**config.mk**
```make
export PLATFORM = sky130hd
export DESIGN_NAME = fa_step4
export DESIGN_NICKNAME = d
export VERILOG_FILES = /design/src/rtl/fa_step4_pkg.sv /design/src/rtl/fa_step4_lzc25.sv /design/src/rtl/fa_step4.sv
export SDC_FILE = /design/constraint.sdc
export NUM_CORES = 1
export LEC_CHECK = 0
export ABC_AREA = 1
export BUFFER_PORTS_ARGS = -buffer_cell sky130_fd_sc_hd__buf_2
export CORE_MARGIN = 4
export CORE_UTILIZATION = 26
export CTS_BUF_LIST = sky130_fd_sc_hd__clkbuf_4
export DETAILED_ROUTE_END_ITERATION = 10
export GPL_ROUTABILITY_DRIVEN = 0
export HOLD_SLACK_MARGIN = 0.03
export PLACE_DENSITY_LB_ADDON = 0.12
export SKIP_LAST_GASP = 1
export SLEW_MARGIN = 20
export SYNTH_ARGS = -nofsm -noshare
export SYNTH_HDL_FRONTEND = slang
export SYNTH_HIERARCHICAL = 1
export SYNTH_SLANG_ARGS = --single-unit
```
**constraint.sdc**
```tcl
create_clock -name CLK -period 3.75 [get_ports CLK]
set_input_delay 0.1875 -clock CLK [delete_from_list [all_inputs] [get_ports CLK]]
set_output_delay 0.1875 -clock CLK [all_outputs]
set_load 0.01 [all_outputs]
```
**src/rtl/fa_step4_pkg.sv**
```systemverilog
// Shared constants and result type for the single-precision final-adder
// step: sum formation, normalisation, rounding and IEEE-754 packing.
package fa_step4_pkg;

    localparam int MANT_W  = 25;   // sum width, including the overflow bit
    localparam int EXP_W   = 8;
    localparam int EXP_MAX = 255;
    localparam int BIAS    = 127;
    localparam int FRAC_W  = 23;
    localparam int LZC_W   = 5;
    localparam int FP_W    = 1 + EXP_W + FRAC_W;

    // Packed stage-B result: the IEEE word plus its two status flags.
    typedef struct packed {
        logic [FP_W-1:0] word;
        logic            zero;
        logic            inf;
    } fp_out_t;

endpackage

```
**src/rtl/fa_step4_lzc25.sv**
```systemverilog
// Leading-zero counter over the 24-bit non-overflow part of the sum.
// An all-zero input reports 24; the caller treats a zero sum separately.
module lzc25
    import fa_step4_pkg::*;
(
    input  logic [MANT_W-2:0] data_i,
    output logic [LZC_W-1:0]  cnt_o
);

    // Scan upwards so the highest set bit is the last to set the count.
    always_comb begin
        cnt_o = LZC_W'(MANT_W - 1);
        for (int i = 0; i < MANT_W - 1; i++) begin
            if (data_i[i]) begin
                cnt_o = LZC_W'(MANT_W - 2 - i);
            end
        end
    end

endmodule

```
**src/rtl/fa_step4.sv**
```systemverilog
// Final adder step: forms the sum from propagate/group-generate vectors,
// counts leading zeros (stage A), then normalises, rounds and packs an
// IEEE-754 single result (stage B). Two-cycle latency, one result per cycle.
module fa_step4
    import fa_step4_pkg::*;
(
    input  logic              CLK,
    input  logic              RESETn,
    input  logic              in_valid,
    input  logic              in_sign,
    input  logic              in_yn,
    input  logic [EXP_W-1:0]  in_ex,
    input  logic [MANT_W-1:0] in_P0,
    input  logic [MANT_W-1:0] in_GG,
    output logic              out_valid,
    output logic [FP_W-1:0]   out_result,
    output logic              out_zero,
    output logic              out_inf
);

    localparam logic [EXP_W-1:0]        EXP_ALL1  = EXP_W'(EXP_MAX);
    localparam logic signed [EXP_W+1:0] EXP_MAX_S = (EXP_W + 2)'(EXP_MAX);
    localparam fp_out_t ZERO_RES = '{word: '0, zero: 1'b1, inf: 1'b0};

    // Round to nearest even on the dropped bit s[0]; bit MANT_W-1 of the
    // return value is the carry out of the 24-bit mantissa.
    function automatic logic [MANT_W-1:0] round_rne(input logic [MANT_W-1:0] s);
        logic inc;
        inc = s[0] & s[1];
        return {1'b0, s[MANT_W-1:1]} + MANT_W'(inc);
    endfunction

    // Signed infinity with the overflow flag.
    function automatic fp_out_t sat_inf(input logic sign);
        fp_out_t r;
        r.word = {sign, EXP_ALL1, {FRAC_W{1'b0}}};
        r.zero = 1'b0;
        r.inf  = 1'b1;
        return r;
    endfunction

    // Ordinary finite packing; the hidden bit is not stored.
    function automatic fp_out_t pack_fin(input logic sign, input logic [EXP_W-1:0] e,
                                         input logic [FRAC_W-1:0] frac);
        fp_out_t r;
        r.word = {sign, e, frac};
        r.zero = 1'b0;
        r.inf  = 1'b0;
        return r;
    endfunction

    // Saturate an exponent that reached the all-ones code to infinity.
    function automatic fp_out_t sat_exp(input logic sign, input logic signed [EXP_W+1:0] e,
                                        input logic [FRAC_W-1:0] frac);
        if (e >= EXP_MAX_S) begin
            return sat_inf(sign);
        end
        return pack_fin(sign, e[EXP_W-1:0], frac);
    endfunction

    // ---------------- stage p0: sum formation and leading-zero count
    logic [MANT_W-1:0] sum_p0;
    logic [LZC_W-1:0]  lzc_p0;
    logic              gg_top_unused;

    // The top group-generate bit is the carry out of the whole sum and is not needed.
    assign gg_top_unused = in_GG[MANT_W-1];

    // Bit i of the sum is the propagate bit XOR the carry into bit i; under
    // effective subtraction the result is non-negative, so the overflow bit is dropped.
    always_comb begin
        sum_p0    = '0;
        sum_p0[0] = in_P0[0] ^ in_yn;
        for (int i = 1; i < MANT_W; i++) begin
            sum_p0[i] = in_P0[i] ^ in_GG[i-1];
        end
        if (in_yn) begin
            sum_p0[MANT_W-1] = 1'b0;
        end
    end

    lzc25 u_lzc (
        .data_i (sum_p0[MANT_W-2:0]),
        .cnt_o  (lzc_p0)
    );

    // ---------------- stage p1: registered sign, exponent, sum, lzc, overflow bit
    logic              vld_p1_q;
    logic              sign_p1_q;
    logic              ovf_p1_q;
    logic [EXP_W-1:0]  ex_p1_q;
    logic [MANT_W-2:0] sum_p1_q;
    logic [LZC_W-1:0]  lzc_p1_q;

    // Stage A register: valid always advances, data loads only on a valid input.
    always_ff @(posedge CLK or negedge RESETn) begin
        if (!RESETn) begin
            vld_p1_q  <= 1'b0;
            sign_p1_q <= 1'b0;
            ovf_p1_q  <= 1'b0;
            ex_p1_q   <= '0;
            sum_p1_q  <= '0;
            lzc_p1_q  <= '0;
        end else begin
            vld_p1_q <= in_valid;
            if (in_valid) begin
                sign_p1_q <= in_sign;
                ovf_p1_q  <= sum_p0[MANT_W-1];
                ex_p1_q   <= in_ex;
                sum_p1_q  <= sum_p0[MANT_W-2:0];
                lzc_p1_q  <= lzc_p0;
            end
        end
    end

    // ---------------- stage p2: normalise, round, pack
    fp_out_t                  res_p2_d;
    fp_out_t                  res_p2_q;
    logic                     vld_p2_q;
    logic [MANT_W-1:0]        rnd;
    logic [FRAC_W-1:0]        frac;
    logic signed [EXP_W+1:0]  exp_ovf;
    logic [EXP_W-1:0]         exp_norm;
    logic [MANT_W-2:0]        norm;
    logic                     hidden_unused;

    // Result selection: special input exponent, overflow path, zero,
    // underflow flush, then the left-normalise path.
    always_comb begin
        res_p2_d      = '0;
        rnd           = '0;
        frac          = '0;
        exp_ovf       = '0;
        exp_norm      = '0;
        norm          = '0;
        hidden_unused = 1'b0;
        if (ex_p1_q == EXP_ALL1) begin
            res_p2_d = sat_inf(sign_p1_q);
        end else if (ovf_p1_q) begin
            rnd = round_rne({1'b1, sum_p1_q});
            hidden_unused = rnd[MANT_W-2];
            if (rnd[MANT_W-1]) begin
                // Rounding carried to 2.0: mantissa becomes 1.0, one more exponent step.
                frac    = '0;
                exp_ovf = $signed({2'b00, ex_p1_q}) + 10'sd2;
            end else begin
                frac    = rnd[FRAC_W-1:0];
                exp_ovf = $signed({2'b00, ex_p1_q}) + 10'sd1;
            end
            res_p2_d = sat_exp(sign_p1_q, exp_ovf, frac);
        end else if (sum_p1_q == '0) begin
            res_p2_d = ZERO_RES;
        end else if (ex_p1_q <= {3'b000, lzc_p1_q}) begin
            res_p2_d = ZERO_RES;
        end else begin
            norm          = sum_p1_q << lzc_p1_q;
            exp_norm      = ex_p1_q - {3'b000, lzc_p1_q};
            hidden_unused = norm[MANT_W-2];
            res_p2_d      = pack_fin(sign_p1_q, exp_norm, norm[FRAC_W-1:0]);
        end
    end

    // Stage B register: valid always advances, result loads only behind a valid stage A.
    always_ff @(posedge CLK or negedge RESETn) begin
        if (!RESETn) begin
            vld_p2_q <= 1'b0;
            res_p2_q <= '0;
        end else begin
            vld_p2_q <= vld_p1_q;
            if (vld_p1_q) begin
                res_p2_q <= res_p2_d;
            end
        end
    end

    assign out_valid  = vld_p2_q;
    assign out_result = res_p2_q.word;
    assign out_zero   = res_p2_q.zero;
    assign out_inf    = res_p2_q.inf;

endmodule

```
==> results of run 1 <==
==> kinds of logic after synthesis <==
| group | Yosys count | share of synthesized area, % |
|---|---|---|
| xor gates and xnor gates | 51 | 7.41 |
| AOI/OAI and AO/OA | 142 | 12.6 |
| DFF | 75 | 31.1 |
| buffers and inverters | 127 | 8.26 |
| and+or+nand+nor | 526 | 37.8 |
| adders and majority gates | 10 | 2.20 |
| muxes | 3 | 0.560 |
==> where the power goes <==
part,switching [W],internal (W),leakage (nW)
combinational,0.000737,0.000410,2.65
sequential,0.000111,0.000941,0.927
clock,0.000296,0.000132,0.0585
total,0.00114,0.00148,3.63
==> cells in the mapped netlist, types with 2 or more instances <==
cell / number
clkbuf_1: 29
or2_2: 5
nor2_8: 2
xnor2_1: 4
nand2_2: 8
ha_1: 9
buf_1: 7
a31oi_1: 7
mux2_2: 3
nand3_1: 89
nor2_1: 54
nand2_4: 4
xor2_1: 47
nand2_1: 323
nand4_1: 15
inv_2: 4
nor3b_1: 2
o211ai_1: 4
a21oi_1: 14
dfrtp_1: 75
buf_2: 2
o22ai_1: 7
o31ai_1: 2
buf_6: 2
inv_1: 82
nor3_1: 12
nor2_2: 6
o21ai_1: 12
nor4_1: 4
o21ai_0: 91
==> final timing paths <==
| kind | start | to | depth (start not counted) |
|---|---|---|---|
| max | lzc_p1_q[4] | out_result[1] | 14 |
| min | in_GG[14] | sum_p1_q[15] | 4 |
| max reg2reg | lzc_p1_q[4] | out_result[1] | 14 |
| min reg2reg | out_result[18] | out_result[18] | 2 |
| max in group asynchronous | RESETn | sum_p1_q[9] | 3 |
| min in group asynchronous | RESETn | out_inf | 2 |
==> metrics by stage <==
stage / total power, W / std cells
2_1_floorplan: 0.00179 / 934
3_3_place_gp: 0.00220 / 1283
3_5_place_dp: 0.00220 / 1283
4_1_cts: 0.00267 / 1320
5_1_grt: 0.00286 / 1321
6_report: 0.00263 / 1321
==> cell type report <==
class | instances | area [sq um]
timing repair buffer | 127 | 783
antenna | 1 | 2.50
sequential | 75 | 1880
tap | 285 | 357
inverter | 86 | 323
clock buffer | 10 | 75.1
clock inverter | 5 | 21.3
multi-input combinational | 732 | 3650
fill | 2560 | 15600
==> sequential cells by signal, summed over array words and instances, names as in the netlist <==
register / cells
ex_p1_q: 8
lzc_p1_q: 5
out_inf: 1
out_result: 32
out_valid: 1
out_zero: 1
ovf_p1_q: 1
sign_p1_q: 1
sum_p1_q: 24
vld_p1_q: 1
==> worst register-to-register path, stage by stage (launching register included) <==
cell     delay [ps]
dfrtp_1         480
inv_1           270
ha_1            400
inv_1            60
nor3_1          240
nand2_1          80
nand2_1          60
nand2_1          90
nor2_2          230
nand2_1         230
inv_2           190
nand2_1         120
o21ai_0         200
nand3_1         100
nand2_1          70
==> per-layer routing <==
metal	global-route usage [%]	vias up	routed length [microns]
li1	-	3219	-
met1	24.5	2725	10800
met2	22.5	160	8140
met3	1.81	18	878
met4	4.38	0	318
met5	0	-	0
==> flow_summary.yaml, run 1 <==
clocking:
  path_clk_slew_ps: 120
  postCtsSetupBuffers: 0
  cts_resized: 0
  cts_hold_buf: 22
  tritoncts: "built"
  cts_sinks: 75
  root_buffer: "clkbuf_4"
  clk_path_buf_depth: 2
  worstSkewPairLatency_ps: 440
  h-tree-depth: 3
  cts_buffers: 9
route:
  route.detailed.drc: 0
  wl_per_cell_microns: 15.3
  totalWireLength_mm: 20.2
  viasPerCell: 4.63
  ant_nets: 0
  drt-pass1-iter-count: 5
  vias: 6122
  drt_iter0_drc: 358
grt:
  grt_max_degree: 65
  grt_usage_pct: 15.7
  grt_pass1_wl_mm: 32.4
  grt.overflow.total: 0
  first_global_vias: 5863
  antenna_found_initial: 1
place:
  port_buffers: 96
  place_area_sq_um: 6770
  place_ws_ps: 911
  dp_hpwl_mm: 15.9
sta:
  setup_slack_ps: 874
  whs_ps: 65.4
  rsz0062_at_grt: "no"
  fmax_mhz: 348
  fin_crit_ps: 2880
  hold_viol: 0
  timing.final.crit_share_pct: 76.7
  setup_viol: 0
  drv_slew: 0
  max-slew-margin-rel_pct: 35.2
  skew_ps: 19.4
  finalSetupTns_ps: 0
  tightest_slew_ps: 970
logic_synthesis:
  syn_avg_cell_area_sq_um: 6.45
  yosys_register_bits: 75
  synth.distinct_cells: 39
  synth_ff_type: "dfrtp_1"
  ys_warn_count: 6
  yosys.area.top_type: "dfrtp_1"
  synth-async-reset-ratio_pct: 100
  synth_nets: 1007
  yosysSeqAreaShare_pct: 31.1
  syn-cell-area_sq_um: 6030
  synth_top_area_share_pct: 31.1
  syn_inst: 934
  synth_edf_count: 0
  yosys-top-cells-area: "dfrtp_1, nand2_1, o21ai_0"
critical_path:
  crit_top_cell: "nand2_1"
  cp_max_fo: 15
  worst_setup_path_end_kind: "flip-flop"
  critPathBufInv: 3
  crit_slowest_cell: "dfrtp_1"
  path_class: "flip-flop to flip-flop"
  critPathRequiredTime_ps: 4130
  crit_path_cell_trace: "inv_1 > ha_1 > inv_1 > nor3_1 > nand2_1 > nand2_1 > nand2_1 > nor2_2 > nand2_1 > inv_2 > nand2_1 > o21ai_0 > nand3_1 > nand2_1"
  crit_path_start_kind: "flip-flop"
  crit_family: "simple AND/OR/NAND/NOR gates"
  cp.arrival_ps: 3260
  rrSetupSlack_ps: 870
  crit_path_max_incr_delay_ps: 480
floorplanning:
  die_w_microns: 160
  die_y_microns: 160
  initial_core_util_pct: 26.5
  die_area_sq_um: 25700
  rows: 55
  core-area_sq_um: 22700
  boundaryPins: 98
final_layout:
  post_route_cells_drive_above_1_share_pct: 14.8
  final_util_pct: 31.2
  final_common_cell: "nand2_1"
  nets: 1104
  synthToLayoutAreaGrowth_pct: 17.6
  stdcell_area_sq_um: 7090
  most-common-layout-cells: "nand2_1, buf_2, o21ai_0"
flow_run:
  cap_violations: 0
pwr:
  power_leakage_nw: 3.63
  ir_worst_vdd_mv: 0.0938
  p_per_area_nw_per_um2: 370
run_status:
  run_status: "finished, final reports clean"
worst_hold_path:
  min_path_type: "input port to flip-flop"
Power figures use the tool's default switching activity.
==> run 2, diff against run 1 <==
Clock period 3.75 ns to 2.9 ns, I/O delays scaled along.
==> flow_summary.yaml, run 2 (synthesized netlist as in run 1, its figures left out) <==
final_layout:
  layout.cells.non_filler: 1363
  layout.area.seq_sq_um: 1880
  synthToLayoutAreaGrowth_pct: 25.2
  fillers: 2559
  most-common-layout-cells: "nand2_1, buf_2, o21ai_0"
  largest_register_ffs: 32
  multiInputGateArea_sq_um: 3650
  final_common_cell: "nand2_1"
  nets: 1145
  post_route_cells_drive_above_1_share_pct: 15.2
route:
  vias: 6354
  drt_iter0_drc: 408
  totalWireLength_mm: 20.5
  wl_per_cell_microns: 15.1
  drt-pass1-iter-count: 4
  ant_nets: 0
  viasPerCell: 4.66
  route.detailed.drc: 0
critical_path:
  r2r-start: "ex_p1_q[2]"
  crit_path_cell_trace: "ha_1 > nand2_1 > inv_1 > nand2_1 > nand2_1 > nand2_1 > nand2_1 > nand2_1 > nor2_2 > nand2_1 > inv_2 > nand2_1 > o21ai_0 > nand3_1 > nand2_1"
  path_class: "flip-flop to flip-flop"
  critPathRequiredTime_ps: 3280
  crit_top_cell: "nand2_1"
  worst_setup_path_end_kind: "flip-flop"
  crit_path_max_incr_delay_ps: 530
  crit_path_start_kind: "flip-flop"
  rrSetupSlack_ps: 360
  crit_start: "ex_p1_q[2]"
  crit_slowest_cell: "dfrtp_1"
  cp_max_fo: 8
  cp.arrival_ps: 2930
grt:
  grt.overflow.total: 0
  grt_usage_pct: 16.2
  grt_max_degree: 76
  antenna_found_initial: 1
  first_global_vias: 6215
  grt_pass1_wl_mm: 33.7
pwr:
  clock_power_share_pct: 20.6
  ir_worst_vdd_mv: 0.148
  sw_frac_of_total_pct: 41.4
  power_leakage_nw: 3.83
  p_per_area_nw_per_um2: 485
  power.share.combinational_pct: 42.3
  p_seq_share_pct: 37.1
  p_int_w: 0.00214
  p_switching_w: 0.00152
run_status:
  run_status: "finished, final reports clean"
sta:
  whs_ps: 56.1
  setup_viol: 0
  rsz0062_at_grt: "no"
  tightest_slew_ps: 727
  hold_viol: 0
  max-slew-margin-rel_pct: 51.5
  fmax_mhz: 393
  skew_ps: 20.9
  fin_crit_ps: 2540
  drv_slew: 0
  timing.final.crit_share_pct: 87.7
  finalSetupTns_ps: 0
place:
  dp_hpwl_mm: 16.0
  placed_cells: 1291
  port_buffers: 96
clocking:
  h-tree-depth: 3
  clk_path_buf_depth: 2
  worstSkewPairLatency_ps: 460
  root_buffer: "clkbuf_4"
  tritoncts: "built"
  cts_sinks: 75
  postCtsSetupBuffers: 0
  path_clk_slew_ps: 140
  cts_hold_buf: 55
  cts_resized: 0
  cts_buffers: 9
floorplanning:
  initial_core_util_pct: 26.5
  die_area_sq_um: 25700
  boundaryPins: 98
  rows: 55
  core-area_sq_um: 22700
  die_w_microns: 160
  die_y_microns: 160
worst_hold_path:
  min-delay-start: "in_GG[4]"
  min_path_type: "input port to flip-flop"
flow_run:
  cap_violations: 0
-- run 2: power groups by stage --
stage | Combinational, W | Clock [W] | Sequential [W]
floorplan | 0.000910 | 0 | 0.00140
global route | 0.00177 | 0.000826 | 0.00139
CTS | 0.00156 | 0.000794 | 0.00136
global placement | 0.00147 | 0 | 0.00138
detailed placement | 0.00147 | 0 | 0.00138
finish | 0.00155 | 0.000754 | 0.00136
-- run 2: area by class of cell --
cell class                 instances  share of cell area, %
multi-input combinational        732                   48.4
timing repair buffer             168                   15.6
clock buffer                       9                  0.895
inverter                          86                   4.28
antenna                            1                 0.0331
clock inverter                     7                   1.23
tap                              285                   4.72
sequential                        75                   24.9
-- run 2: metal layers --
layer	part of all wire, %	global-route usage [%]
met5	0	0
met4	1.7	4.38
met3	4.8	2.45
met2	42	23.6
met1	52	24.7
-- run 2: path summary, 6_finish.rpt --
kind,endpoint,cells after the start
hold / removal,sum_p1_q[5],4
min in group asynchronous,out_inf,2
max in group asynchronous,sum_p1_q[19],2
setup reg to reg,out_result[1],15
setup / recovery,out_result[1],15
hold reg to reg,out_result[31],2
-- run 2: through the flow --
step           utilization (%)  worst slack (ps)  area [sq um]  total power [W]
2_1_floorplan                -               379          6030          0.00231
3_3_place_gp              30.1               408          6830          0.00286
3_5_place_dp              30.1               394          6830          0.00286
4_1_cts                   33.2               369          7540          0.00371
5_1_grt                   33.2              72.5          7550          0.00399
6_report                  33.2               357          7550          0.00366
-- run 2: worst max-delay path, delay by kind of cell, from the launching register on --
family                     cells  cell delay (ps)
DFF                            1              530
buffers and inverters          2              220
adders and majority gates      1              420
and+or+nand+nor               11             1090
AOI/OAI and AO/OA              1              230
==> run 3, diff against run 2 <==
--- a/config.mk
+++ b/config.mk
@@ -14,3 +14,3 @@
 export GPL_ROUTABILITY_DRIVEN = 0
-export HOLD_SLACK_MARGIN = 0.03
+export HOLD_SLACK_MARGIN = 0.06
 export PLACE_DENSITY_LB_ADDON = 0.12
==> constraint.sdc (replaced) <==
create_clock -name CLK -period 2.9 [get_ports CLK]
set_input_delay 0.58 -clock CLK [delete_from_list [all_inputs] [get_ports CLK]]
set_output_delay 0.58 -clock CLK [all_outputs]
set_load 0.01 [all_outputs]
==> flow_summary.yaml, run 3 (synthesized netlist as in run 1, its figures left out) <==
sta:
  fin_crit_ps: 2540
  tightest_slew_ps: 563
  timing.final.crit_share_pct: 87.7
  hold_viol: 0
  setup_viol: 0
  rsz0062_at_grt: "no"
  drv_slew: 0
  fmax_mhz: 393
  finalSetupTns_ps: 0
  max-slew-margin-rel_pct: 62.2
  setup_slack_ps: 358
  skew_ps: 21.7
critical_path:
  rrSetupSlack_ps: 360
  path_class: "flip-flop to flip-flop"
  cp_max_fo: 16
  crit_path_start_kind: "flip-flop"
  worst_setup_path_end_kind: "flip-flop"
  critPathRequiredTime_ps: 3250
  cp.arrival_ps: 2890
pwr:
  power_w: 0.00350
  ir_worst_vdd_mv: 0.139
  p_per_area_nw_per_um2: 500
  power.share.combinational_pct: 41.8
  p_switching_w: 0.00151
  p_int_w: 0.00200
  power_leakage_nw: 3.61
  p_seq_share_pct: 38.9
  sw_frac_of_total_pct: 43.0
  clock_power_share_pct: 19.3
grt:
  first_global_vias: 5686
  grt.overflow.total: 0
  grt_usage_pct: 15.4
  antenna_found_initial: 1
  grt_max_degree: 47
  grt_pass1_wl_mm: 31.7
clocking:
  tritoncts: "built"
  root_buffer: "clkbuf_4"
  cts_sinks: 75
  path_clk_slew_ps: 140
  cts_buffers: 9
  clk_path_buf_depth: 2
  h-tree-depth: 3
  worstSkewPairLatency_ps: 460
final_layout:
  nets: 1094
  largest_register_ffs: 32
  final_common_cell: "nand2_1"
  synthToLayoutAreaGrowth_pct: 16.2
  most-common-layout-cells: "nand2_1, buf_2, o21ai_0"
  post_route_cells_drive_above_1_share_pct: 16.4
floorplanning:
  core-area_sq_um: 22700
  rows: 55
  initial_core_util_pct: 26.5
  boundaryPins: 98
  die_w_microns: 160
  die_y_microns: 160
  die_area_sq_um: 25700
route:
  drt_iter0_drc: 382
  totalWireLength_mm: 20.0
  vias: 6090
  route.detailed.drc: 0
  viasPerCell: 4.64
  wl_per_cell_microns: 15.2
  drt-pass1-iter-count: 5
  ant_nets: 0
run_status:
  run_status: "finished, final reports clean"
place:
  place_ws_ps: 371
  dp_hpwl_mm: 16.0
  port_buffers: 96
worst_hold_path:
  min_path_type: "input port to flip-flop"
flow_run:
  cap_violations: 0
run 3: cell count changes in the layout (fill, tap and decap cells not counted):
cell	change
bufinv_16	-1
clkinv_1	-1
buf_6	-1
dlygate4sd3_1	-54
clkinv_2	+2
buf_4	+4
run 3: repair_timing:
action	in CTS	in global routing
setup buffers	0	0
hold endpoints to repair	24	0
hold buffers	1	0
resized for setup	0	0
run 3: power by group through the flow:
stage / sequential [W] / combinational, W / clock, W
floorplan: 0.00140 / 0.000910 / 0
global placement: 0.00138 / 0.00147 / 0
detailed placement: 0.00138 / 0.00147 / 0
CTS: 0.00136 / 0.00147 / 0.000706
global route: 0.00139 / 0.00166 / 0.000740
finish: 0.00136 / 0.00146 / 0.000676
run 3: final timing paths:
kind / startpoint / end / cells past startpoint
max reg2reg: sum_p1_q[1] / out_result[29] / 18
min in group asynchronous: RESETn / out_result[29] / 2
min: in_ex[6] / ex_p1_q[6] / 3
max: sum_p1_q[1] / out_result[29] / 18
max in group asynchronous: RESETn / out_result[3] / 3
min reg2reg: out_result[8] / out_result[8] / 2
run 3: per-layer routing:
layer  wire, microns  global-route usage (%)  vias up
li1                -                       -     3202
met1           10700                    23.9     2720
met2            8140                    22.4      155
met3             927                    1.99       13
met4             214                    3.68        0
met5               0                       0        -
run 3: layout make-up:
type | count | area, sq um
clock inverters | 7 | 68.8
clock buffers | 9 | 67.6
fillers | 2589 | 15700
inverters | 86 | 323
multi-input cells | 732 | 3650
repair buffers | 117 | 656
diodes | 1 | 2.50
flip-flops and latches | 75 | 1880
well taps | 285 | 357
run 3: worst max-delay path: stages, from the launching register on:
cell     delay, ps
dfrtp_1        390
nand2_1        100
inv_1           60
ha_1           200
nand2_1         80
nor2_2         100
nand2_2        130
nor2_8         220
nand2_4        200
nand2_1        110
nand2_1        110
nand2_1         90
nor2_1          50
nand2_2         80
nand2_4         90
nand2_4        140
nand2_1         60
nand2_1        130
nand3_1         90
run 3: metrics by stage:
stage | hold slack, ps | cell area (sq um) | std cells | util [%]
6_report | 317 | 7000 | 1312 | 30.8
4_1_cts | 280 | 7000 | 1311 | 30.8
3_5_place_dp | 460 | 6860 | 1294 | 30.2
3_3_place_gp | 460 | 6860 | 1294 | 30.2
2_1_floorplan | 284 | 6030 | 934 | -
5_1_grt | 312 | 7000 | 1312 | 30.8
